### config.mk
export PLATFORM = sky130hd
export DESIGN_NAME = pc_fetch_sequencer
export DESIGN_NICKNAME = d
export VERILOG_FILES = /design/src/rtl/cpu_pkg.sv /design/src/rtl/pc_fetch_sequencer_next_pc_mux.sv /design/src/rtl/pc_fetch_sequencer.sv
export SDC_FILE = /design/constraint.sdc
export NUM_CORES = 1
export LEC_CHECK = 0
export ABC_AREA = 1
export BUFFER_PORTS_ARGS = -buffer_cell sky130_fd_sc_hd__buf_4
export CAP_MARGIN = 0
export CORE_UTILIZATION = 58
export DETAILED_ROUTE_END_ITERATION = 16
export HOLD_SLACK_MARGIN = 0.12
export PLACE_DENSITY_LB_ADDON = 0.12
export SYNTH_ARGS = -nofsm -noshare
export SYNTH_HDL_FRONTEND = slang
export SYNTH_SLANG_ARGS = --single-unit
### constraint.sdc
create_clock -name clk -period 6.6 [get_ports clk]
set_clock_uncertainty 0.1 [all_clocks]
set_input_delay 1.32 -clock clk [delete_from_list [all_inputs] [get_ports clk]]
set_output_delay 1.32 -clock clk [all_outputs]
set_load 0.01 [all_outputs]
### src/rtl/cpu_pkg.sv
// Shared fetch-stage types: sequencer states, word size and next-pc select codes.
package cpu_pkg;

  typedef enum logic [1:0] {
    FS_IDLE   = 2'd0,
    FS_FETCH  = 2'd1,
    FS_HALTED = 2'd2
  } fetch_state_e;

  localparam int unsigned WORD_BYTES = 4;

  typedef enum logic [1:0] {
    NPC_SEQ    = 2'd0,
    NPC_BRANCH = 2'd1,
    NPC_JUMP   = 2'd2,
    NPC_JR     = 2'd3
  } npc_sel_e;

  // Redirect priority: jr over jump over taken branch over sequential.
  function automatic logic [1:0] npc_select(input logic jr, input logic jump,
                                            input logic branch_taken);
    if (jr)                return NPC_JR;
    else if (jump)         return NPC_JUMP;
    else if (branch_taken) return NPC_BRANCH;
    else                   return NPC_SEQ;
  endfunction

endpackage

### src/rtl/pc_fetch_sequencer_next_pc_mux.sv
// Combinational next-pc selector; shared with any later pipelined fetch stage.
module next_pc_mux
  import cpu_pkg::*;
(
  input  logic [31:0] pcplus4,
  input  logic [31:0] br_offset,
  input  logic [25:0] jump_index,
  input  logic [31:0] jr_target,
  input  logic [1:0]  sel,
  output logic [31:0] next_pc
);

  // br_offset arrives already sign-extended and shifted; the add wraps mod 2^32.
  always_comb begin
    next_pc = pcplus4;
    case (npc_sel_e'(sel))
      NPC_JR:     next_pc = jr_target;
      NPC_JUMP:   next_pc = {pcplus4[31:28], jump_index, 2'b00};
      NPC_BRANCH: next_pc = pcplus4 + br_offset;
      default:    next_pc = pcplus4;
    endcase
  end

endmodule

### src/rtl/pc_fetch_sequencer.sv
// Program counter owner: fetch FSM, pc register, accepted-fetch counter and
// the sticky misaligned-jr error.
module pc_fetch_sequencer
  import cpu_pkg::*;
#(
  parameter logic [31:0] RESET_PC = 32'h0000_0000,
  parameter int          CNT_W    = 32
) (
  input  logic             clk,
  input  logic             reset,
  input  logic             stall,
  input  logic             imem_rdy,
  input  logic             halt,
  input  logic             branch_taken,
  input  logic [31:0]      br_offset,
  input  logic             jump,
  input  logic [25:0]      jump_index,
  input  logic             jr,
  input  logic [31:0]      jr_target,
  output logic [31:0]      pc,
  output logic [31:0]      pcplus4,
  output logic             imem_req,
  output logic             fetch_valid,
  output logic [CNT_W-1:0] fetch_cnt,
  output logic             misalign_err
);

  fetch_state_e     state_q, state_d;
  logic [31:0]      pc_q, pc_d;
  logic [CNT_W-1:0] cnt_q, cnt_d;
  logic             err_q, err_d;
  logic             req_q, req_d;

  logic [31:0] next_pc;
  logic        accept;
  logic        jr_misalign;

  assign pcplus4     = pc_q + 32'(WORD_BYTES);
  assign accept      = (state_q == FS_FETCH) && imem_rdy && !stall && !halt;
  assign jr_misalign = jr && (jr_target[1:0] != 2'b00);

  next_pc_mux u_next_pc_mux (
    .pcplus4    (pcplus4),
    .br_offset  (br_offset),
    .jump_index (jump_index),
    .jr_target  (jr_target),
    .sel        (npc_select(jr, jump, branch_taken)),
    .next_pc    (next_pc)
  );

  always_comb begin
    state_d = state_q;
    pc_d    = pc_q;
    cnt_d   = cnt_q;
    err_d   = err_q;
    case (state_q)
      FS_IDLE: state_d = FS_FETCH;
      FS_FETCH: begin
        if (halt) begin
          state_d = FS_HALTED;
        end else if (accept && jr_misalign) begin
          // The faulting jr is consumed without moving pc or counting a fetch.
          err_d   = 1'b1;
          state_d = FS_HALTED;
        end else if (accept) begin
          pc_d  = next_pc;
          cnt_d = cnt_q + CNT_W'(1);
        end
      end
      FS_HALTED: state_d = FS_HALTED;
      default:   state_d = FS_IDLE;
    endcase
    req_d = (state_d == FS_FETCH);
  end

  always_ff @(posedge clk) begin
    if (!reset) begin
      state_q <= FS_IDLE;
      pc_q    <= RESET_PC;
      cnt_q   <= '0;
      err_q   <= 1'b0;
      req_q   <= 1'b0;
    end else begin
      state_q <= state_d;
      pc_q    <= pc_d;
      cnt_q   <= cnt_d;
      err_q   <= err_d;
      req_q   <= req_d;
    end
  end

  assign pc           = pc_q;
  assign fetch_cnt    = cnt_q;
  assign misalign_err = err_q;
  assign imem_req     = req_q;
  assign fetch_valid  = accept && !jr_misalign;

endmodule

Word-level counts from Yosys, hierarchy flattened
Index checks and enable logic that the tools add are counted.

storage, ports and cells
  bits in registers = 68
  input port bits = 98
  output and inout port bits = 99
  word-level logic and storage cells = 36

operators by class
  add/subtract/negate cells = 3
  eq/ne operators = 6
  mux-type cells = 7
  bitwise logic cells = 2
  reductions and logical operators = 13

operators with widths
  kind                                                                   number
  32-bit case mux with 3 select lines                                    1
  32-bit by 1-bit adder with 32-bit output, second input constant        1
  32-bit by 3-bit adder with 32-bit output, second input constant        1
  32-bit adder                                                           1
  2-bit 2-to-1 mux                                                       4
  2-bit by 1-bit equality test with 1-bit output, second input constant  3
  2-bit equality test, second input constant                             3
  1-bit logical AND                                                      6
  2-bit case mux with 3 select lines                                     1
  4-bit AND reduction                                                    1
  1-bit zero test                                                        3
  3-bit AND reduction                                                    1
  2-bit zero test                                                        1
  1-bit inverter                                                         2
  2-bit nonzero test                                                     1
  1-bit 2-to-1 mux                                                       1

Depth between registers and ports, before layout
Gate-level depths: netlist (run 1).

  word-level depth = 9
  gate-level depth with buffers = 25
  mapped depth without buffers = 25

By module
From an unflattened synthesis (run 1), not the netlist that was laid out.

second synthesis, totals
  cells, all modules = 1266
  area total of the unflattened synthesis = 7078.0 um^2

by module, submodules not included
  module              times used  cells each  area an instance (um^2)  sequential area each (um^2)
  pc_fetch_sequencer  1           594         3877.5                   1361.3
  next_pc_mux         1           672         3200.6                   0.0

Worst setup path after synthesis (run 1)
OpenSTA, ideal clock, no wires.

  path type = input port to output port
  from = input halt
  to = output fetch_valid
  data arrival time = 2119 ps
  required time = 5180 ps
  setup slack = 3061 ps
  cell stages on the path = 4
  buffers on the path = 1
  cells stage by stage = nor3b_2 nand3_2 nor2_4 clkbuf_1

on the way
  cells in the longest elaborated chain, start to end = 3

ends and longest elaborated chain
  what                RTL line                  source
  start: declaration  pc_fetch_sequencer.sv:13  input logic halt,
  1-bit zero test     pc_fetch_sequencer.sv:39  assign accept = (state_q == FS_FETCH) && imem_rdy && !stall && !halt;
  1-bit logical AND   pc_fetch_sequencer.sv:39
  1-bit logical AND   pc_fetch_sequencer.sv:96  assign fetch_valid = accept && !jr_misalign;
  end: declaration    pc_fetch_sequencer.sv:23  output logic fetch_valid,

Every way passes these cells.

Worst setup path in the final report (run 1)
  from = input jr
  to = output fetch_valid

on the way
  cells in the longest elaborated chain, start to end = 3

ends and longest elaborated chain
  what                RTL line                  source
  start: declaration  pc_fetch_sequencer.sv:18  input logic jr,
  1-bit logical AND   pc_fetch_sequencer.sv:40  assign jr_misalign = jr && (jr_target[1:0] != 2'b00);
  1-bit zero test     pc_fetch_sequencer.sv:96
  1-bit logical AND   pc_fetch_sequencer.sv:96

Every way passes these cells.

==> results list, run 1 <==
- The flow ran to the end, and the final reports show no timing, DRC or antenna violations.
- Via density per instance: 5.68
- Number of buffers inserted by port buffering: 196
- Deepest level of the CTS H-tree: 3
- Post-DP HPWL: 19.6 mm
* Yosys synthesis warning count: 0
* DR pass1 iterations: 6
- Cell Pwr Density: 129 nW/µm²
- Summing all multi-input logic gate instances after layout gives 4930 µm².
- Chip width: 113 µm
- The worst setup path is launched from an input pin.
- Type of element capturing the critical path: primary output
- Final WL: 25.0 mm
* Routability-driven placement congestion ratio: 1.06
- A synthesized cell averages 5.82 µm².
- TritonCTS built the clock tree.
- Number of nets in the final layout: 1540
- The number of different library cells used by synthesis comes to 49.
* Share of post-route cells with drive strength above 1: 19.7%
- Synth top area cells: nand2_1 21%, dfxtp_1 19%, inv_1 8.8%
- Buffers inserted during clock tree synthesis total 9.
* Slew HR: 41.9%
* Iteration-0 DRC Markers: 860
* Floorplan die height: 113 µm
- Number of cells after detailed placement: 1537
- The routed design could run at a clock period as short as 3.97 ns.
- The number of setup buffers added after CTS is 0.
* Hold violation total from the final report: 0
* Worst slew pin tran: 0.870 ns
- STA puts the critical path data arrival time at 2.55 ns.
- Clock input transition at the sequential cells of the worst setup and hold paths: 0.05 ns
- Max-cap violations in this run came to 0.
- Setup slack of the worst register-to-register path: 2.98 ns
- IO Pins: 197
* Total count of max-transition violations in the final report: 0
* Fmax: 0.252 GHz
- Leakage: 0.00450 µW
- FF+latch count, synth: 68
- Cell taking the most area after synthesis: nand2_1
* Share of the yosys chip area belonging to registers: 19.2%
- Filler cell count in the final layout: 1049
- Max FO, Critical Path: 44
- The die covers 12700 µm².
- Average wire length per cell after detail routing: 16.1 µm
- Number of hold buffers added after cts: 0
- WP data required: 5.18 ns
* Clock root buffer: clkbuf_16
* DRC viols: 0
- R2R cell count: 21
* Non-filler cells in the finished layout: 1553
- The worst hold path belongs to the class reg2reg.
* Placed cell areas: 8640 µm²
- Standard-cell row count: 40
- The cell count after synthesis came out at 1220.
- The floorplan step defined a core boundary enclosing 12000 µm².
* Start point of the critical path: jr
- Reg area: 1360 µm²
- Syn Nets: 1359
- Initial cell density of the core: 59.4%
* Startpoint-to-endpoint class of the critical path: in2out
* Wire length of the first global-routing pass: 39.2 mm
* Setup repair after global routing missed its margin: no
- The initial antenna violation count was 0.
* Antenna-violating nets left: 0
- The repair_antennas step left the layout with diodes totalling 0.
- No sink is reached through more buffers than the 2 on the longest clock path.
* Via count of the first global-routing pass: 8037
- Peak ir drop on the vdd network: 0.216 mV
- Total via count after detailed routing: 8821
- Global routing finished with a remaining overflow of 0.
- Design Area, Final: 8960 µm²
* CTS-repair resized insts: 0
- The startpoint identified for the worst register-to-register timing path is pc[2].
- The top cell type by area accounts for 21.3% of the synthesized area.
- In this run, synthesis inferred 0 flip-flops with an integrated enable.
* Pin count of the biggest net entering global routing: 53
- Reg-to-reg endpoint: pc[29]
- For this run, the total global-route usage over all layers was measured as 39.2%.
- In this run the worst setup path terminates at fetch_valid.
- The worst path uses 60.1% of the clock period.
- After routing, the total negative slack on setup checks comes to 0 ns.
* Setup violations, final: 0
* Clock sink count: 68
* Dominant synthesized flop cell: dfxtp_1
- Share of synthesized registers carrying an async set or reset: 0%
- Clock insertion delay at the later pin of the skew report: 0.33 ns
* Synthesis-to-finish area growth: 26.1%
- Post-synth design cell area: 7100 µm²
state kept, by name, indices dropped and copies added, names as in the netlist:
| name | count |
|---|---|
| fetch_cnt | 32 |
| pc | 32 |
| state_q | 2 |
| imem_req | 1 |
| misalign_err | 1 |
power breakdown:
| part | switching [µW] | internal, µW |
|---|---|---|
| registers | 6.07 | 415 |
| logic | 124 | 93.5 |
| clock network | 186 | 329 |
| total | 315 | 838 |
layout make-up:
cell class	instances	area share [%]
tap	147	2.05
sequential	68	15.2
clock buffer	9	2.51
clock inverter	7	1.02
timing repair buffer	201	16.8
inverter	176	7.37
multi-input combinational	945	55.0
layout by cell type, fill, tap and decap left out, types with 11 or more instances in the layout:
master,instances
a21oi_1,96
xor2_1,26
ha_1,40
nor3_1,28
nand4_1,20
inv_1,166
nand2_1,404
xnor2_1,11
nor2_1,101
buf_4,201
o21ai_0,23
nand3_1,85
dfxtp_1,68
cell families after synthesis:
| logic type | share of synthesized area, % |
|---|---|
| buffers and inverters | 11.5 |
| adder cells (fa/ha/maj) | 7.33 |
| flip-flops | 19.2 |
| AO/OA/AOI/OAI | 13.3 |
| AND/OR/NAND/NOR | 43.9 |
| XOR/XNOR | 4.79 |
critical path, cell delays in order:
cell,delay [ns]
buf_4,0.35
inv_2,0.09
a21oi_2,0.20
nor2_4,0.05
buf_4,0.28
buf_4,0.21
Yosys cell counts (4+ instances only):
cell and number:
nand2_1 404, o21bai_1 5, o21ai_1 5, xnor2_1 11, a221o_1 9, o21ai_0 23
o2111ai_1 7, nor2_4 8, nor2_1 102, nand3_1 85, inv_1 166, nor4_1 8
and2_1 4, nor3_1 28, buf_2 7, or2_2 9, dfxtp_1 68, a21oi_1 96
nand3_2 7, nor3_2 4, nand3b_1 6, buf_4 6, inv_2 9, nor2_2 5
nand2_2 8, nand4_1 20, ha_1 40, clkbuf_1 17, xor2_1 26
metal layers:
layer	wire, µm	global-route usage [%]	up-vias
met5	0	0	-
met1	10300	47.6	4014
met2	11800	67.7	434
met3	1830	5.45	84
li1	-	-	4289
met4	1130	19.3	0
stage by stage:
step	power, µW	utilization (%)	worst slack (ns)	hold slack (ns)
floorplan	548	-	3.06	0.390
global placement	639	72.3	2.69	0.353
detailed placement	641	72.3	2.68	0.360
CTS	1150	74.9	2.67	0.377
global route	1190	74.9	2.58	0.412
finish	1150	74.9	2.63	0.374
how the worst min path moves through the flow:
stage / slack (ns) / cells after the start / end / startpoint
3_5_place_dp: 0.36 / 1 / misalign_err / misalign_err
5_1_grt: 0.41 / 1 / misalign_err / misalign_err
3_3_place_gp: 0.35 / 1 / misalign_err / misalign_err
2_1_floorplan: 0.39 / 3 / state_q[1] / state_q[1]
4_1_cts: 0.38 / 1 / misalign_err / misalign_err
6_report: 0.37 / 1 / misalign_err / misalign_err
No activity file was read; power rests on OpenSTA's default activity.
==> inputs of run 2 (changes only) <==
Settings changed: CORE_UTILIZATION 58 to 54.
Clock period 6.6 ns to 3.8 ns, I/O delays scaled along.
==> results list, run 2 (synthesis gave the netlist of run 1 again) <==
* Status: finished, final reports clean
- In this run the register-to-register setup slack is 0.27 ns.
* IO Pins: 197
- The library cell used most frequently in the layout, excluding fill and tap cells, is nand2_1.
- Clock input transition at the sequential cells of the worst setup and hold paths: 0.06 ns
- Summed over all failing endpoints, the final setup total negative slack is 0 ns.
- Postcts setup bufs: 0
* Standard-cell row count: 41
- The routed layout has 8884 vias.
- Type of the worst min-delay path: reg2reg
- The worst setup path is launched from a flip-flop.
- Detailed placement finished with a half-perimeter wire length of 20.9 mm.
- Share of post-route cells with drive strength above 1: 20.6%
- Most frequent cells in the layout: 404 x nand2_1, 214 x buf_4, 166 x inv_1, 100 x nor2_1, 96 x a21oi_1
- Buffers inserted to repair hold after CTS numbered 0.
- Along the worst path, the maximum fanout reaches 5.
- The region available for standard cell placement spans 12700 µm².
- Initial antenna violation count: 0
- The number of global-route vias before repair is 7761.
- Initial cell density of the core: 55.8%
- At the end of the flow, the number of nets in the layout was 1554.
* Cell Pwr Density: 212 nW/µm²
- Deepest level of the CTS H-tree: 3
- Reg area: 1360 µm²
* Iteration-0 DRC Markers: 1163
* Number of maximum-capacitance constraint violations: 0
* Via density per instance: 5.58
- Buffer depth of the longest clock path: 2
* Routability-driven placement congestion ratio: 1.10
- Entering global routing, the biggest net connects 53 pins.
- Filler cell count in the final layout: 1152
- The first TritonRoute pass finished after 8 iterations.
- The die is 117 µm wide.
* CTS buffer count: 9
* Type of element capturing the critical path: flip-flop
- Period utilization: 92.8%
- In the final layout, the multi-input gates occupy 4940 µm².
- Final WL: 26.1 mm
- Setup repair after global routing missed its margin: no
* Fmax: 0.283 GHz
- Number of buffers inserted by port buffering: 196
- Worst hold path endpoint: misalign_err
- The worst hold path begins at misalign_err.
- WP data required: 3.92 ns
- Clock insertion delay at the later pin of the skew report: 0.34 ns
- The endpoint identified for the worst register-to-register timing path is pc[20].
* Synthesis-to-finish area growth: 28.0%
- Peak ir drop on the vdd network: 0.264 mV
- In this run the tightest slew margin relative to its limit is 40.6%.
- Clock sink count: 68
- Antenna diode count: 0
- Hold Crit Depth: 1
- The first global-routing pass estimated 39.2 mm of wire.
- For this design the static power due to leakage is 0.00456 µW.
- Floorplan die height: 117 µm
- The worst register-to-register path begins at pc[3].
- Worst slew pin tran: 0.890 ns
- Setup slack on the critical path of the routed design comes to 0.272 ns.
* Signal arrival time at the worst endpoint: 3.65 ns
* Total count of max-transition violations in the final report: 0
- In the routed design, unresolved DRC markers number 0.
* Global routing usage summed across all routing layers: 38.1%
* TritonCTS clock tree: done
- Clock root buffer: clkbuf_16
- The number of hold violations in the final report was 0.
- Remaining Overflow, GRT: 0
- Post-Place Worst Slack: 0.308 ns
- Setup violations, final: 0
- Startpoint-to-endpoint class of the critical path: reg2reg
- R2R cell count: 19
* Average wire length per cell after detail routing: 16.4 µm
* Area of the die: 13600 µm²
* Antenna-violating nets left: 0
- Crit path time final: 3.53 ns
run 2: area by class of cell:
type	count	share of cell area [%]
Multi-Input combinational cell	945	54.3
Sequential cell	68	15.0
Clock buffer	10	2.63
Inverter	176	7.27
Timing Repair Buffer	215	17.9
Tap cell	172	2.37
Clock inverter	6	0.537
run 2: through the flow:
| step | utilization [%] | total power, µW | hold WS (ns) | instance area, µm² | std cells |
|---|---|---|---|---|---|
| floorplan | - | 952 | 0.390 | 7100 | 1220 |
| global placement | 69.1 | 1120 | 0.364 | 8790 | 1576 |
| detailed placement | 69.1 | 1120 | 0.365 | 8790 | 1576 |
| CTS | 71.4 | 1920 | 0.389 | 9080 | 1592 |
| global route | 71.4 | 2000 | 0.409 | 9090 | 1592 |
| finish | 71.4 | 1930 | 0.393 | 9090 | 1592 |
run 2: power by group:
group / internal, µW / total [µW] / switching [µW]
clock network: 464 / 809 / 345
registers: 721 / 730 / 9.15
logic: 167 / 387 / 220
total: 1350 / 1930 / 574
run 2: worst max path at each step:
| stage | from | cells after the start | endpoint |
|---|---|---|---|
| floorplan | pc[2] | 19 | pc[15] |
| CTS | pc[3] | 21 | pc[29] |
| finish | pc[3] | 19 | pc[20] |
| detailed placement | pc[2] | 21 | pc[29] |
| global route | pc[3] | 20 | pc[23] |
| global placement | pc[2] | 21 | pc[29] |
run 2: what timing repair did:
action                                  4_1_cts  5_1_grt
endpoints found under the setup margin        0        1
gates resized for setup                       0        2
endpoints found under the hold margin         0        0
run 2: worst max-delay path, stage by stage, from the launching register on:
cell	delay [ns]
dfxtp_1	0.41
ha_1	0.20
nand2_1	0.07
inv_2	0.13
nand3_4	0.14
nor2_1	0.25
xor2_1	0.35
inv_1	0.10
ha_1	0.36
nand2_1	0.13
nor2_1	0.33
o21ai_0	0.18
nand2_1	0.11
nand2_1	0.09
nand3_1	0.09
nand2_1	0.05
nand3_1	0.06
nand2_1	0.10
nand2_1	0.09
a21oi_2	0.05
run 2: layer usage:
metal,vias to the layer above,GRT usage [%],routed length (µm)
met2,522,61.8,11800
met3,74,7.42,2730
met5,-,0,0
li1,4327,-,-
met1,3961,49.1,10600
met4,0,16.4,1000
==> inputs of run 3 (changes only) <==
Settings changed: CORE_UTILIZATION 54 to 58.
Clock period 3.8 ns to 4.55 ns, I/O delays scaled along.
==> results list, run 3 (synthesis gave the netlist of run 1 again) <==
* Status: finished, final reports clean
* Clock insertion delay at the later pin of the skew report: 0.35 ns
- Of the total power, the clock network draws 46.9%.
- Setup violations, final: 0
- Wire length of the first global-routing pass: 42.4 mm
* Start point of the critical path: pc[2]
* Type of element capturing the critical path: flip-flop
- Signal arrival time at the worst endpoint: 3.90 ns
* Final WL: 27.4 mm
- Core outline area: 12000 µm²
* Via density per instance: 5.88
* Power spent charging and discharging nets: 472 µW
- Once the clock tree was built, the setup fixing pass inserted 0 buffers.
- Post-DP HPWL: 21.3 mm
- Global routing usage summed across all routing layers: 42.9%
* Tightest hold margin: 0.399 ns
* Proportion of power drawn by flip-flops and latches: 34.7%
- Clock sink count: 68
- The critical path is of the reg2reg type.
- Across the run, the number of max-cap violations was 0.
- Hold repair after CTS inserted 0 buffers.
- Number of buffers inserted by port buffering: 196
* Deepest level of the CTS H-tree: 3
- The tree is rooted in a clkbuf_16.
* DRC viols: 0
- Switching share of power: 26.8%
* IO Pins: 197
* CTS-repair resized insts: 0
* Startpoint of the lowest-slack hold path: fetch_cnt[31]
- For the pin with the worst max-slew slack, the measured transition is 0.978 ns.
- Total via count after detailed routing: 9139
- The repair_antennas step left the layout with diodes totalling 0.
- Leakage: 0.00453 µW
- In the layout the commonest cells are 404 x nand2_1, 203 x buf_4, 166 x inv_1, 101 x nor2_1, 96 x a21oi_1.
- Summed negative setup slack over all endpoints: 0 ns
* Synthesis-to-finish area growth: 26.8%
- The first TritonRoute pass finished after 7 iterations.
- TritonCTS clock tree: done
- Via count of the first global-routing pass: 8373
- Once detail routing completed, the nets flagged for antenna violations numbered 0.
- The startpoint identified for the worst register-to-register timing path is pc[2].
* Buffer depth of the longest clock path: 2
* Clock input transition at the sequential cells of the worst setup and hold paths: 0.06 ns
- Crit path time final: 3.75 ns
- The number of hold violations in the final report came to 0.
- The worst setup path is launched from a flip-flop.
* Type of the worst min-delay path: reg2reg
- Total count of max-transition violations in the final report: 0
- Iteration-0 DRC Markers: 1051
- In the final routed layout, each cell accounts on average for 17.6 µm.
- Row generation in the floorplan step produced 40 rows.
- Area of the die: 12700 µm²
* Floorplan die height: 113 µm
- WP data required: 4.70 ns
- The filler cells instantiated in the layout total 1000.
- Setup repair after global routing left no endpoint under its margin.
- Chip width: 113 µm
- Pin count of the biggest net entering global routing: 53
* CTS buffer count: 9
- The initial antenna violation count is 0.
* Cell internal power dissipation: 1290 µW
- Remaining Overflow, GRT: 0
- Of all nets on the critical path, the largest fanout is 5.
* Share of post-route cells with drive strength above 1: 19.8%
- The congestion estimate from routability-driven global placement came to 1.06.
* Period utilization: 82.5%
- Initial cell density of the core: 59.4%
* Slew HR: 34.7%
- Per report_power, the combinational group accounts for 18.4% of the total.
* Most common library cell in the layout ignoring fill and taps: nand2_1
* Fmax: 0.267 GHz
- IR analysis of the VDD net gives a maximum drop of 0.244 mV.
- At the end of the flow, the number of nets in the layout was 1542.
* Cell Pwr Density: 195 nW/µm²
==> run 3: power by group through the flow <==
stage               sequential [µW]  combinational, µW  clock (µW)
global route                    612                351         852
finish                          611                324         826
floorplan                       624                171           0
global placement                623                310           0
CTS                             611                315         820
detailed placement              623                313           0
==> run 3: worst max-delay path, stage by stage, from the launching register on <==
cell,delay [ns]
dfxtp_1,0.41
ha_1,0.19
nand2_1,0.07
inv_2,0.11
nand3_4,0.14
nor2_1,0.23
xor2_1,0.35
inv_1,0.12
ha_1,0.40
nand2_1,0.13
nor3_1,0.54
nand2_1,0.11
nand3_1,0.21
nand3_1,0.13
nand2_1,0.09
nand2_1,0.04
nand3_1,0.09
nand3b_1,0.09
nand2_1,0.06
inv_1,0.04
==> run 3: layer usage <==
layer	up-vias	track usage [%]	share of wire (%)
met1	4146	53.4	39
met4	0	23.1	5.5
met5	-	0	0
met2	582	69.4	45
li1	4295	-	-
met3	116	8.96	9.8
==> run 3: per-stage QoR <==
step	power [µW]	utilization [%]	instances	setup WS [ns]	area [µm²]
final	1760	75.3	1555	0.798	9010
after global routing	1810	75.3	1555	0.650	9010
after CTS	1750	75.3	1555	0.913	9010
after detailed placement	936	72.4	1539	0.941	8660
after global placement	933	72.4	1539	0.938	8660
after floorplan	795	-	1220	1.59	7100
==> run 3: final cells by class <==
cell class	count	area, µm²	area share [%]
Multi-Input combinational cell	945	4930	54.7
Sequential cell	68	1360	15.1
Tap cell	147	184	2.04
Timing Repair Buffer	203	1520	16.9
Inverter	176	661	7.33
Clock inverter	6	111	1.24
Clock buffer	10	239	2.65
==> run 3: worst paths after layout <==
kind | to | slack [ns] | cells after the start
worst max-delay path | pc[30] | 0.80 | 19
worst min register to register | fetch_cnt[31] | 0.40 | 2
worst min-delay path | fetch_cnt[31] | 0.40 | 2
worst max register to register | pc[30] | 0.80 | 19
